$ cat src/rtl/pad_io_pkg.sv
// pad_io_pkg: shared state encoding and counter sizing for the pad serializer
// Contents:
//   pad_state_e - serializer states (idle, lead guard, data shift, trail guard)
//   cnt_width   - bit-counter width able to count any of WIDTH, LEAD, TRAIL periods
package pad_io_pkg;

    typedef enum logic [1:0] {S_IDLE, S_LEAD, S_SHIFT, S_TRAIL} pad_state_e;

    function automatic int cnt_width(input int width, input int lead, input int trail);
        int m;
        m = width;
        if (lead > m) m = lead;
        if (trail > m) m = trail;
        return $clog2(m + 1);
    endfunction

endpackage

$ cat src/rtl/pad_bit_timer.sv
// pad_bit_timer: bit-period down-counter producing a tick on the last cycle of each period
// Ports:
//   clk     - core clock
//   rst     - synchronous active-high reset
//   restart - begin a fresh period from load on the next edge
//   load    - period length minus one
//   tick    - high during the final cycle of the current period
module pad_bit_timer #(
    parameter int DIV_W = 8
) (
    input  logic             clk,
    input  logic             rst,
    input  logic             restart,
    input  logic [DIV_W-1:0] load,
    output logic             tick
);

    logic [DIV_W-1:0] cnt;

    assign tick = cnt == '0;

    // Reloading on tick makes periods back-to-back without a restart pulse.
    always_ff @(posedge clk)
        if (rst)
            cnt <= '0;
        else if (restart || tick)
            cnt <= load;
        else
            cnt <= cnt - 1'b1;

endmodule

$ cat src/rtl/pad_tri_out_ser.sv
// pad_tri_out_ser: serializer driving c2p/c2p_en of a tri-state output pad with lead/trail guards
// Ports:
//   clk, rst  - core clock, synchronous active-high reset
//   div       - bit period minus one, captured on accept
//   in_data   - parallel frame, captured on accept
//   in_valid  - frame offered
//   in_ready  - frame accepted this cycle when in_valid is high
//   c2p       - registered data to the pad
//   c2p_en    - registered pad output enable
//   busy      - a frame is in progress
//   done      - one-cycle pulse after the last bit period of each frame
module pad_tri_out_ser
    import pad_io_pkg::*;
#(
    parameter int WIDTH     = 8,
    parameter int DIV_W     = 8,
    parameter int LEAD      = 1,
    parameter int TRAIL     = 1,
    parameter bit MSB_FIRST = 1'b0,
    parameter bit IDLE_VAL  = 1'b0
) (
    input  logic             clk,
    input  logic             rst,
    input  logic [DIV_W-1:0] div,
    input  logic [WIDTH-1:0] in_data,
    input  logic             in_valid,
    output logic             in_ready,
    output logic             c2p,
    output logic             c2p_en,
    output logic             busy,
    output logic             done
);

    localparam int CW = cnt_width(WIDTH, LEAD, TRAIL);
    localparam logic [CW-1:0] LAST_LEAD  = CW'(LEAD > 0 ? LEAD - 1 : 0);
    localparam logic [CW-1:0] LAST_BIT   = CW'(WIDTH - 1);
    localparam logic [CW-1:0] LAST_TRAIL = CW'(TRAIL > 0 ? TRAIL - 1 : 0);
    localparam pad_state_e FIRST = LEAD > 0 ? S_LEAD : S_SHIFT;
    localparam pad_state_e AFTER = TRAIL > 0 ? S_TRAIL : S_IDLE;

    pad_state_e       state, state_n;
    logic [CW-1:0]    cnt, cnt_n;
    logic [WIDTH-1:0] sr, sr_n;
    logic [DIV_W-1:0] div_q, div_n;
    logic             c2p_n, done_n, tick, last_bit, accept;

    // The timer reloads from div_n so a chained accept starts the new
    // frame's first bit period with the freshly captured divider.
    pad_bit_timer #(.DIV_W(DIV_W)) u_timer (
        .clk    (clk),
        .rst    (rst),
        .restart(accept),
        .load   (div_n),
        .tick   (tick)
    );

    assign busy = state != S_IDLE;

    always_comb begin
        state_n  = state;
        cnt_n    = cnt;
        sr_n     = sr;
        div_n    = div_q;
        done_n   = 1'b0;
        last_bit = state == S_SHIFT && tick && cnt == LAST_BIT;
        in_ready = !rst && (state == S_IDLE || last_bit);
        accept   = in_valid && in_ready;
        case (state)
            S_IDLE: begin
                if (accept) begin
                    state_n = FIRST;
                    cnt_n   = '0;
                end
            end
            S_LEAD: begin
                if (tick) begin
                    state_n = cnt == LAST_LEAD ? S_SHIFT : S_LEAD;
                    cnt_n   = cnt == LAST_LEAD ? '0 : cnt + 1'b1;
                end
            end
            S_SHIFT: begin
                if (last_bit) begin
                    done_n  = 1'b1;
                    cnt_n   = '0;
                    state_n = accept ? S_SHIFT : AFTER;
                end else if (tick) begin
                    cnt_n = cnt + 1'b1;
                    sr_n  = MSB_FIRST ? sr << 1 : sr >> 1;
                end
            end
            S_TRAIL: begin
                if (tick) begin
                    state_n = cnt == LAST_TRAIL ? S_IDLE : S_TRAIL;
                    cnt_n   = cnt == LAST_TRAIL ? '0 : cnt + 1'b1;
                end
            end
            default: state_n = S_IDLE;
        endcase
        if (accept) begin
            sr_n  = in_data;
            div_n = div;
        end
        // TRAIL keeps the last data bit already on c2p.
        c2p_n = state_n == S_SHIFT ? (MSB_FIRST ? sr_n[WIDTH-1] : sr_n[0]) :
                state_n == S_TRAIL ? c2p : IDLE_VAL;
    end

    always_ff @(posedge clk) begin
        if (rst) begin
            state  <= S_IDLE;
            cnt    <= '0;
            sr     <= '0;
            div_q  <= '0;
            c2p    <= IDLE_VAL;
            c2p_en <= 1'b0;
            done   <= 1'b0;
        end else begin
            state  <= state_n;
            cnt    <= cnt_n;
            sr     <= sr_n;
            div_q  <= div_n;
            c2p    <= c2p_n;
            c2p_en <= state_n != S_IDLE;
            done   <= done_n;
        end
    end

endmodule

$ cat config.mk
export PLATFORM = sky130hd
export DESIGN_NAME = pad_tri_out_ser
export DESIGN_NICKNAME = d
export VERILOG_FILES = /design/src/rtl/pad_io_pkg.sv /design/src/rtl/pad_bit_timer.sv /design/src/rtl/pad_tri_out_ser.sv
export SDC_FILE = /design/constraint.sdc
export NUM_CORES = 1
export LEC_CHECK = 0
export ABC_CLOCK_PERIOD_IN_PS = 6500
export BUFFER_PORTS_ARGS = -buffer_cell sky130_fd_sc_hd__buf_2
export CORE_ASPECT_RATIO = 1.2
export CORE_MARGIN = 3
export CORE_UTILIZATION = 60
export DETAILED_ROUTE_END_ITERATION = 6
export PLACE_DENSITY = 0.93
export REMOVE_ABC_BUFFERS = 1
export SETUP_SLACK_MARGIN = 0.2
export SLEW_MARGIN = 30
export SYNTH_ARGS = -nofsm -noshare
export SYNTH_HDL_FRONTEND = slang
export SYNTH_SLANG_ARGS = --single-unit
export TNS_END_PERCENT = 100
$ cat constraint.sdc
create_clock -name clk -period 6.5 [get_ports clk]
set_input_delay 0.65 -clock clk [delete_from_list [all_inputs] [get_ports clk]]
set_output_delay 0.65 -clock clk [all_outputs]
set_load 0.02 [all_outputs]
==> impl_metrics.yaml, run 1 <==
critical_path:
  worstSetupEndpointType: "primary output"
  path_cells: "inv_1 -> ha_1 -> nor4bb_1 -> nand4_1 -> a21oi_1 -> buf_2"
  ff2ff_setup_slack_ps: 3820
  crit_family: "simple AND/OR/NAND/NOR gates"
  cpPeakStageDelay_ps: 350
  startpoint_type: "flop"
  required_ps: 5850
  crit_type: "flop to primary output"
  startpoint: "u_timer.cnt[0]"
  cp_num_buf_inv: 2
  crit_slowest_cell: "dfxtp_1"
  path_max_fanout: 7
  worstPathArrival_ps: 2060
  rr_startpoint: "u_timer.cnt[0]"
synthesis:
  synth_edf_count: 0
  syn-cell-area_um2: 1600
  syn_area_per_cell_um2: 8.47
  ys_ff_latch: 33
  yosys_warnings: 0
  synth_cell_type_count: 41
  netlist_instances: 189
  synth_ff_type: "dfxtp_1"
  async_flop_share: 0
  ys_seq_area_frac: 0.413
timing:
  setup_violations: 0
  maxSlewHeadroom: 0.568
  holdWs_ps: 460
  timing.final.crit_share: 0.416
  min_period_ps: 2710
  fmax_ghz: 0.370
  max_slew.worst_pin.slew_ps: 647
  finalClockSkew_ps: 7.78
  drv_slew: 0
  hold_viol: 0
  tns_ps: 0
  rsz0062_at_grt: "false"
clock_tree:
  clock_sinks: 33
  clock_latency_ps: 340
  clock-root-buffer: "clkbuf_4"
  numCtsBuffers: 5
  clk_path_buf_depth: 2
  cts_tree: "yes"
  holdBufCountCts: 0
  h-tree-depth: 2
  cts_resized: 0
  clkTransAtPathRegs_ps: 90
  cts_setup_buffers: 0
layout:
  fin_cells: 242
  n_antenna_cell: 0
  multi_input_area_um2: 880
  area_growth_pct: 11.3
  fillers: 185
  layout-drive-gt1-share: 0.199
  nets: 233
  final_area_um2: 1780
  regArea_um2: 661
floorplan:
  die_x_um: 53.2
  num_rows: 19
  initial_core_util: 0.660
  coreArea_um2: 2420
  die_y_um: 62.6
  dieArea_um2: 3330
  ios: 24
min_path:
  worstHoldStart: "div_q[4]"
  hp-class: "flop to flop"
global_routing:
  grt_pass1_vias: 1379
  antenna_found_initial: 0
  grt_usage: 0.225
  grt_max_degree: 36
  grt-ovfl-total: 0
  grt_pass1_wl_um: 5560
route:
  vias: 1414
  ant_nets: 0
  dr.pass1.iters: 4
  routed_wirelength_um: 3210
  dr.first_iter.drc_count: 52
  drc: 0
  routed_via_density: 5.84
  wire_per_inst_um: 13.2
job:
  cap_violations: 0
placed_design:
  port_buffers: 23
  hpwl_um: 2290
  place.gp.congestion: 0.797
  dpl_cell_area_um2: 1710
  dp.cells: 234
pwr:
  ir_worst_vdd_mv: 0.236
  p_leak_nw: 0.752
  power.density_nw_per_um2: 363
run_status:
  outcome: "finished, final reports clean"
[layer usage]
metal,part of all wire,global-route usage,vias to the layer above
li1,-,-,713
met1,0.41,0.241,643
met2,0.51,0.373,47
met3,0.048,0.0668,11
met4,0.027,0.134,0
met5,0,0,-
[metrics by stage]
stage	utilization	setup WS, ps	power, mW
finish	0.735	3790	0.647
global route	0.735	3480	0.700
CTS	0.735	3690	0.652
detailed placement	0.706	3710	0.519
global placement	0.706	3810	0.504
floorplan	-	3980	0.462
[Yosys cell counts, drive strengths merged, types with 2 or more instances]
cell type  number  area, um^2
xnor2           3        26.3
dfxtp          33         661
or3             3        18.8
nand2b          2        12.5
or4             2        15.0
mux2i           8        80.1
nand3b          2        15.0
nor2           19        71.3
inv             5        18.8
nand3           2        10.0
nand4           6        37.5
buf             3        21.3
nor3            4        25.0
clkbuf          6        22.5
a211oi          6        75.1
o21ai           3        15.0
o211ai          6        45.0
nand2          29         109
a21oi          25         125
ha              4        50.1
[worst paths after layout]
path | endpoint | depth (start not counted)
worst min register to register | div_q[4] | 2
worst min-delay path | div_q[4] | 2
worst max register to register | c2p | 7
worst max-delay path | in_ready | 6
[cells by family (layout without fill, tap and decap cells)]
group / after synthesis / in the layout / synth area share
fa+ha+maj: 4 / 4 / 0.0313
buf+inv: 14 / 36 / 0.0391
mux: 9 / 9 / 0.0570
xor+xnor: 4 / 4 / 0.0219
flops: 33 / 33 / 0.412
simple gates: 78 / 78 / 0.241
compound gates: 47 / 47 / 0.198
[power by group]
part / total [mW] / internal, mW / switching [mW]
combinational: 0.254 / 0.110 / 0.144
clock: 0.131 / 0.0626 / 0.0688
sequential: 0.262 / 0.234 / 0.0278
[state kept, by name (all words and copies together) (netlist names)]
signal       cells
c2p              1
c2p_en           1
cnt              4
div_q            8
done             1
sr               8
state            2
u_timer.cnt      8
[placed cells by master (no fill, tap or decap), types with 2 or more instances in the layout]
| cell | instances |
|---|---|
| o21ai_0 | 2 |
| nand2_1 | 29 |
| nor3_1 | 3 |
| mux2i_1 | 8 |
| nand3b_1 | 2 |
| a21oi_1 | 25 |
| nand4_1 | 6 |
| ha_1 | 4 |
| or3_1 | 2 |
| buf_2 | 23 |
| nand3_1 | 2 |
| a211oi_2 | 6 |
| xnor2_1 | 3 |
| inv_1 | 5 |
| clkbuf_4 | 5 |
| or4_1 | 2 |
| nor2_1 | 19 |
| nand2b_1 | 2 |
| dfxtp_1 | 33 |
| o211ai_1 | 6 |
| clkbuf_8 | 2 |
[layout make-up]
cell class                      count  share of cell area
Timing Repair Buffer               23              0.0646
Tap cell                           31              0.0218
Sequential cell                    33               0.371
Clock inverter                      1             0.00281
Multi-Input combinational cell    142               0.493
Clock buffer                        7              0.0365
Inverter                            5              0.0105
[tightest hold or removal path, cell delays in order (launching register included)]
cell and delay (ps):
dfxtp_1 320, nand2_1 50, a21oi_1 50
Power figures use the tool's default switching activity.
==> inputs of run 2 (changes only) <==
Settings changed: ABC_CLOCK_PERIOD_IN_PS 6500 to 2650, CORE_UTILIZATION 60 to 55, PLACE_DENSITY 0.93 to 0.87.
Clock period 6.5 ns to 2.65 ns, I/O delays scaled along.
==> impl_metrics.yaml, run 2 (synthesized netlist as in run 1, its figures left out) <==
floorplan:
  ios: 24
  dieArea_um2: 3600
  coreArea_um2: 2650
  die_x_um: 55.3
  num_rows: 20
  initial_core_util: 0.604
  die_y_um: 65.1
pwr:
  power.density_nw_per_um2: 855
  seqPwrFrac: 0.410
  p_leak_nw: 0.771
  switching_power_uw: 609
  clkPwrFrac: 0.176
  ir_worst_vdd_mv: 0.551
  swShare: 0.387
  power_mw: 1.57
  p_int_uw: 964
  p_comb_frac: 0.414
critical_path:
  required_ps: 2880
  cp_num_buf_inv: 1
  cpPeakStageDelay_ps: 640
  startpoint_type: "flop"
  worstSetupEndpointType: "flop"
  crit_slowest_cell: "or4_1"
  ff2ff_setup_slack_ps: 310
  path_cells: "or4_1 -> o31a_1 -> or3_4 -> buf_12 -> mux2i_2 -> o21ai_1"
  worstPathArrival_ps: 2580
  crit_type: "flop to flop"
  crit_family: "simple AND/OR/NAND/NOR gates"
  path_max_fanout: 29
clock_tree:
  clock_sinks: 33
  clk_path_buf_depth: 2
  numCtsBuffers: 5
  cts_tree: "yes"
  clock-root-buffer: "clkbuf_4"
  h-tree-depth: 2
  clkTransAtPathRegs_ps: 110
  clock_latency_ps: 350
route:
  routed_via_density: 5.62
  routed_wirelength_um: 3470
  dr.pass1.iters: 4
  ant_nets: 0
  drc: 0
  dr.first_iter.drc_count: 33
  vias: 1404
  wire_per_inst_um: 13.9
timing:
  fmax_ghz: 0.427
  timing.final.crit_share: 0.884
  hold_viol: 0
  maxSlewHeadroom: 0.648
  min_period_ps: 2340
  finalClockSkew_ps: 13.0
  rsz0062_at_grt: "false"
  tns_ps: 0
  setup_violations: 0
  drv_slew: 0
  max_slew.worst_pin.slew_ps: 524
placed_design:
  hpwl_um: 2450
  dpl_cell_area_um2: 1740
  port_buffers: 23
  place.gp.congestion: 0.864
global_routing:
  grt_util_met1: 0.222
  grt_use_met2: 0.368
  top_usage_layer: "met2"
  grt_max_degree: 35
  grt_usage: 0.204
  grt_pass1_vias: 1389
  antenna_found_initial: 0
  use_met3: 0.0629
  grt-ovfl-total: 0
  grt_pass1_wl_um: 5840
layout:
  final_common_cell: "dfxtp_1"
  nets: 239
  largestRegisters: "div_q: 8 flops, sr: 8 flops, u_timer.cnt: 8 flops"
  area_growth_pct: 14.9
  final_area_um2: 1840
  layout_common_cells: "dfxtp_1, nand2_1, a21oi_1"
  n_antenna_cell: 0
  layout-drive-gt1-share: 0.230
run_status:
  outcome: "finished, final reports clean"
job:
  cap_violations: 0
min_path:
  hp-class: "input pin to flop"
## run 2: changes by cell type in the layout (fill, tap and decap cells not counted), sizes merged
cell	change
clkinvlp	+1
clkinv	+1
buf	+6
clkbuf	-2
## run 2: area by class of cell
| type | instances | area [um^2] |
|---|---|---|
| Multi-Input combinational cell | 142 | 892 |
| Timing Repair Buffer | 29 | 173 |
| Tap cell | 33 | 41.3 |
| Fill cell | 226 | 812 |
| Inverter | 5 | 18.8 |
| Sequential cell | 33 | 661 |
| Clock buffer | 5 | 37.5 |
| Clock inverter | 3 | 17.5 |
## run 2: worst reg2reg max path: stages, from the launching register on
cell     delay, ps
dfxtp_1        360
or4_1          640
o31a_1         360
or3_4          390
buf_12         170
mux2i_2        210
o21ai_1        100
## run 2: timing repair
item                       4_1_cts  5_1_grt
setup endpoints to repair        3        3
gates resized for setup          2        5
hold buffers                     0        0
pin swaps                        0        1
setup buffers                    0        2
## run 2: metal layers
| metal | wire length, um | vias up |
|---|---|---|
| met5 | 0 | - |
| met4 | 74 | 0 |
| met3 | 132 | 9 |
| met2 | 1800 | 30 |
| met1 | 1460 | 636 |
| li1 | - | 729 |
## run 2: power groups by stage
| stage | clock network [mW] | registers [mW] | logic, mW |
|---|---|---|---|
| after floorplan | 0 | 0.640 | 0.493 |
| after global placement | 0 | 0.648 | 0.595 |
| after detailed placement | 0 | 0.654 | 0.629 |
| after CTS | 0.280 | 0.643 | 0.643 |
| after global routing | 0.303 | 0.655 | 0.748 |
| final | 0.277 | 0.645 | 0.651 |
## run 2: metrics by stage
stage / setup slack, ps / util / hold WS, ps / std cells
after floorplan: 127 / - / 330 / 180
after global placement: 274 / 0.658 / 443 / 240
after detailed placement: 146 / 0.658 / 450 / 240
after CTS: 286 / 0.681 / 144 / 248
after global routing: 203 / 0.694 / 175 / 250
final: 306 / 0.694 / 147 / 250
## run 2: path summary, 6_finish.rpt
| kind | from | end | depth (start not counted) |
|---|---|---|---|
| max reg2reg | u_timer.cnt[4] | c2p | 6 |
| min | in_data[7] | sr[7] | 3 |
| min reg2reg | div_q[2] | div_q[2] | 2 |
| max | u_timer.cnt[4] | c2p | 6 |
==> inputs of run 3 (changes only) <==
Settings changed: CORE_UTILIZATION 55 to 50, PLACE_DENSITY 0.87 to 0.81.
==> impl_metrics.yaml, run 3 (synthesized netlist as in run 1, its figures left out) <==
run_status:
  outcome: "finished, final reports clean"
timing:
  min_period_ps: 2310
  max_slew.worst_pin.slew_ps: 541
  timing.final.crit_share: 0.873
  maxSlewHeadroom: 0.637
  setup_violations: 0
  rsz0062_at_grt: "false"
  finalClockSkew_ps: 8.95
  drv_slew: 0
  hold_viol: 0
  fmax_ghz: 0.432
  tns_ps: 0
critical_path:
  crit_type: "flop to flop"
  worst_r2r_path_depth: 8
  ff2ff_setup_slack_ps: 340
  rr_startpoint: "u_timer.cnt[0]"
  regToRegEndpoint: "u_timer.cnt[2]"
  startpoint_type: "flop"
  cpPeakStageDelay_ps: 510
  cp_num_buf_inv: 2
  worstPathArrival_ps: 2530
  worstSetupEndpointType: "flop"
  crit_family: "simple AND/OR/NAND/NOR gates"
  crit_slowest_cell: "or3b_2"
  path_max_fanout: 18
  path_cells: "inv_1 -> ha_2 -> or3b_2 -> o31a_1 -> or3_4 -> buf_6 -> o211ai_1 -> a21oi_1"
  required_ps: 2870
layout:
  layout_common_cells: "dfxtp_1, nand2_1, a21oi_1"
  utilization: 0.628
  n_antenna_cell: 0
  largestRegisters: "div_q: 8 flops, sr: 8 flops, u_timer.cnt: 8 flops"
  area_growth_pct: 14.3
  nets: 240
  final_common_cell: "dfxtp_1"
  fin_cells: 252
  layout-drive-gt1-share: 0.225
route:
  vias: 1380
  wire_per_inst_um: 12.2
  routed_via_density: 5.48
  dr.first_iter.drc_count: 82
  routed_wirelength_um: 3080
  ant_nets: 0
  dr.pass1.iters: 4
  drc: 0
pwr:
  power.density_nw_per_um2: 829
  p_comb_frac: 0.405
  swShare: 0.371
  ir_worst_vdd_mv: 0.515
  clkPwrFrac: 0.173
  seqPwrFrac: 0.423
  p_int_uw: 954
  switching_power_uw: 563
  p_leak_nw: 0.776
global_routing:
  grt_pass1_vias: 1234
  grt-ovfl-total: 0
  grt_pass1_wl_um: 5350
  antenna_found_initial: 0
  grt_usage: 0.178
  grt_max_degree: 23
min_path:
  worstHoldStart: "in_data[7]"
  hp-class: "input pin to flop"
  whs_path_depth: 3
  min_to: "sr[7]"
placed_design:
  place.gp.congestion: 0.817
  hpwl_um: 2180
  dp.cells: 242
  port_buffers: 23
floorplan:
  die_y_um: 68.0
  dieArea_um2: 3920
  ios: 24
  die_x_um: 57.7
  initial_core_util: 0.549
  coreArea_um2: 2920
  num_rows: 21
job:
  cap_violations: 0
clock_tree:
  clk_path_buf_depth: 2
  clkTransAtPathRegs_ps: 90
  cts_tree: "yes"
  clock_sinks: 33
  h-tree-depth: 2
  numCtsBuffers: 5
  clock_latency_ps: 340
  clock-root-buffer: "clkbuf_4"
[run 3: cell count changes in the layout (fill, tap and decap cells not counted)]
cell and change:
or3b_4 -1, buf_6 +1, buf_12 -1, or3b_2 +1
mux2i_2 -1, clkinvlp_4 -1, mux2i_1 +1, buf_4 +1
clkbuf_1 +1
[run 3: how the worst max path moves through the flow]
stage,cells after the start,startpoint,endpoint
after floorplan,7,u_timer.cnt[0],c2p
after global placement,8,u_timer.cnt[0],u_timer.cnt[0]
after detailed placement,8,u_timer.cnt[0],u_timer.cnt[2]
after CTS,8,u_timer.cnt[0],u_timer.cnt[2]
after global routing,8,u_timer.cnt[0],u_timer.cnt[0]
final,8,u_timer.cnt[0],u_timer.cnt[2]
[run 3: power groups by stage]
stage,Sequential (mW),Combinational [mW],Clock (mW)
2_1_floorplan,0.640,0.493,0
3_3_place_gp,0.651,0.603,0
3_5_place_dp,0.652,0.610,0
4_1_cts,0.642,0.612,0.272
5_1_grt,0.655,0.708,0.291
6_report,0.641,0.614,0.262
[run 3: repair_timing]
action                                  in CTS  in global routing
hold buffers                                 0                  0
buffers inserted                             0                  2
resized for setup                            0                  3
endpoints found under the setup margin       0                 22
[run 3: final cells by class]
class | count | area (um^2)
fill | 250 | 1090
multi-input combinational | 142 | 886
sequential | 33 | 661
timing repair buffer | 30 | 171
tap | 34 | 42.5
clock buffer | 6 | 41.3
inverter | 5 | 18.8
clock inverter | 2 | 10.0
[run 3: worst register-to-register path, delay by kind of cell, from the launching register on]
family	cells	cell delay [ps]
adders and majority gates	1	210
AOI/OAI and AO/OA	3	490
buffers and inverters	2	260
DFF	1	350
and+or+nand+nor	2	900
[run 3: metal layers]
| layer | global-route usage | wire length, um | vias to the layer above |
|---|---|---|---|
| met5 | 0 | 0 | - |
| met4 | 0.0783 | 53 | 0 |
| met3 | 0.0623 | 139 | 6 |
| met2 | 0.290 | 1510 | 23 |
| met1 | 0.211 | 1380 | 626 |
| li1 | - | - | 725 |
[run 3: per-stage QoR]
| stage | power, mW | hold WS [ps] | setup WS (ps) | cell area, um^2 |
|---|---|---|---|---|
| final | 1.52 | 157 | 338 | 1830 |
| after floorplan | 1.13 | 330 | 127 | 1560 |
| after global routing | 1.65 | 175 | 210 | 1830 |
| after CTS | 1.53 | 152 | 251 | 1800 |
| after global placement | 1.25 | 443 | 312 | 1750 |
| after detailed placement | 1.26 | 452 | 252 | 1750 |
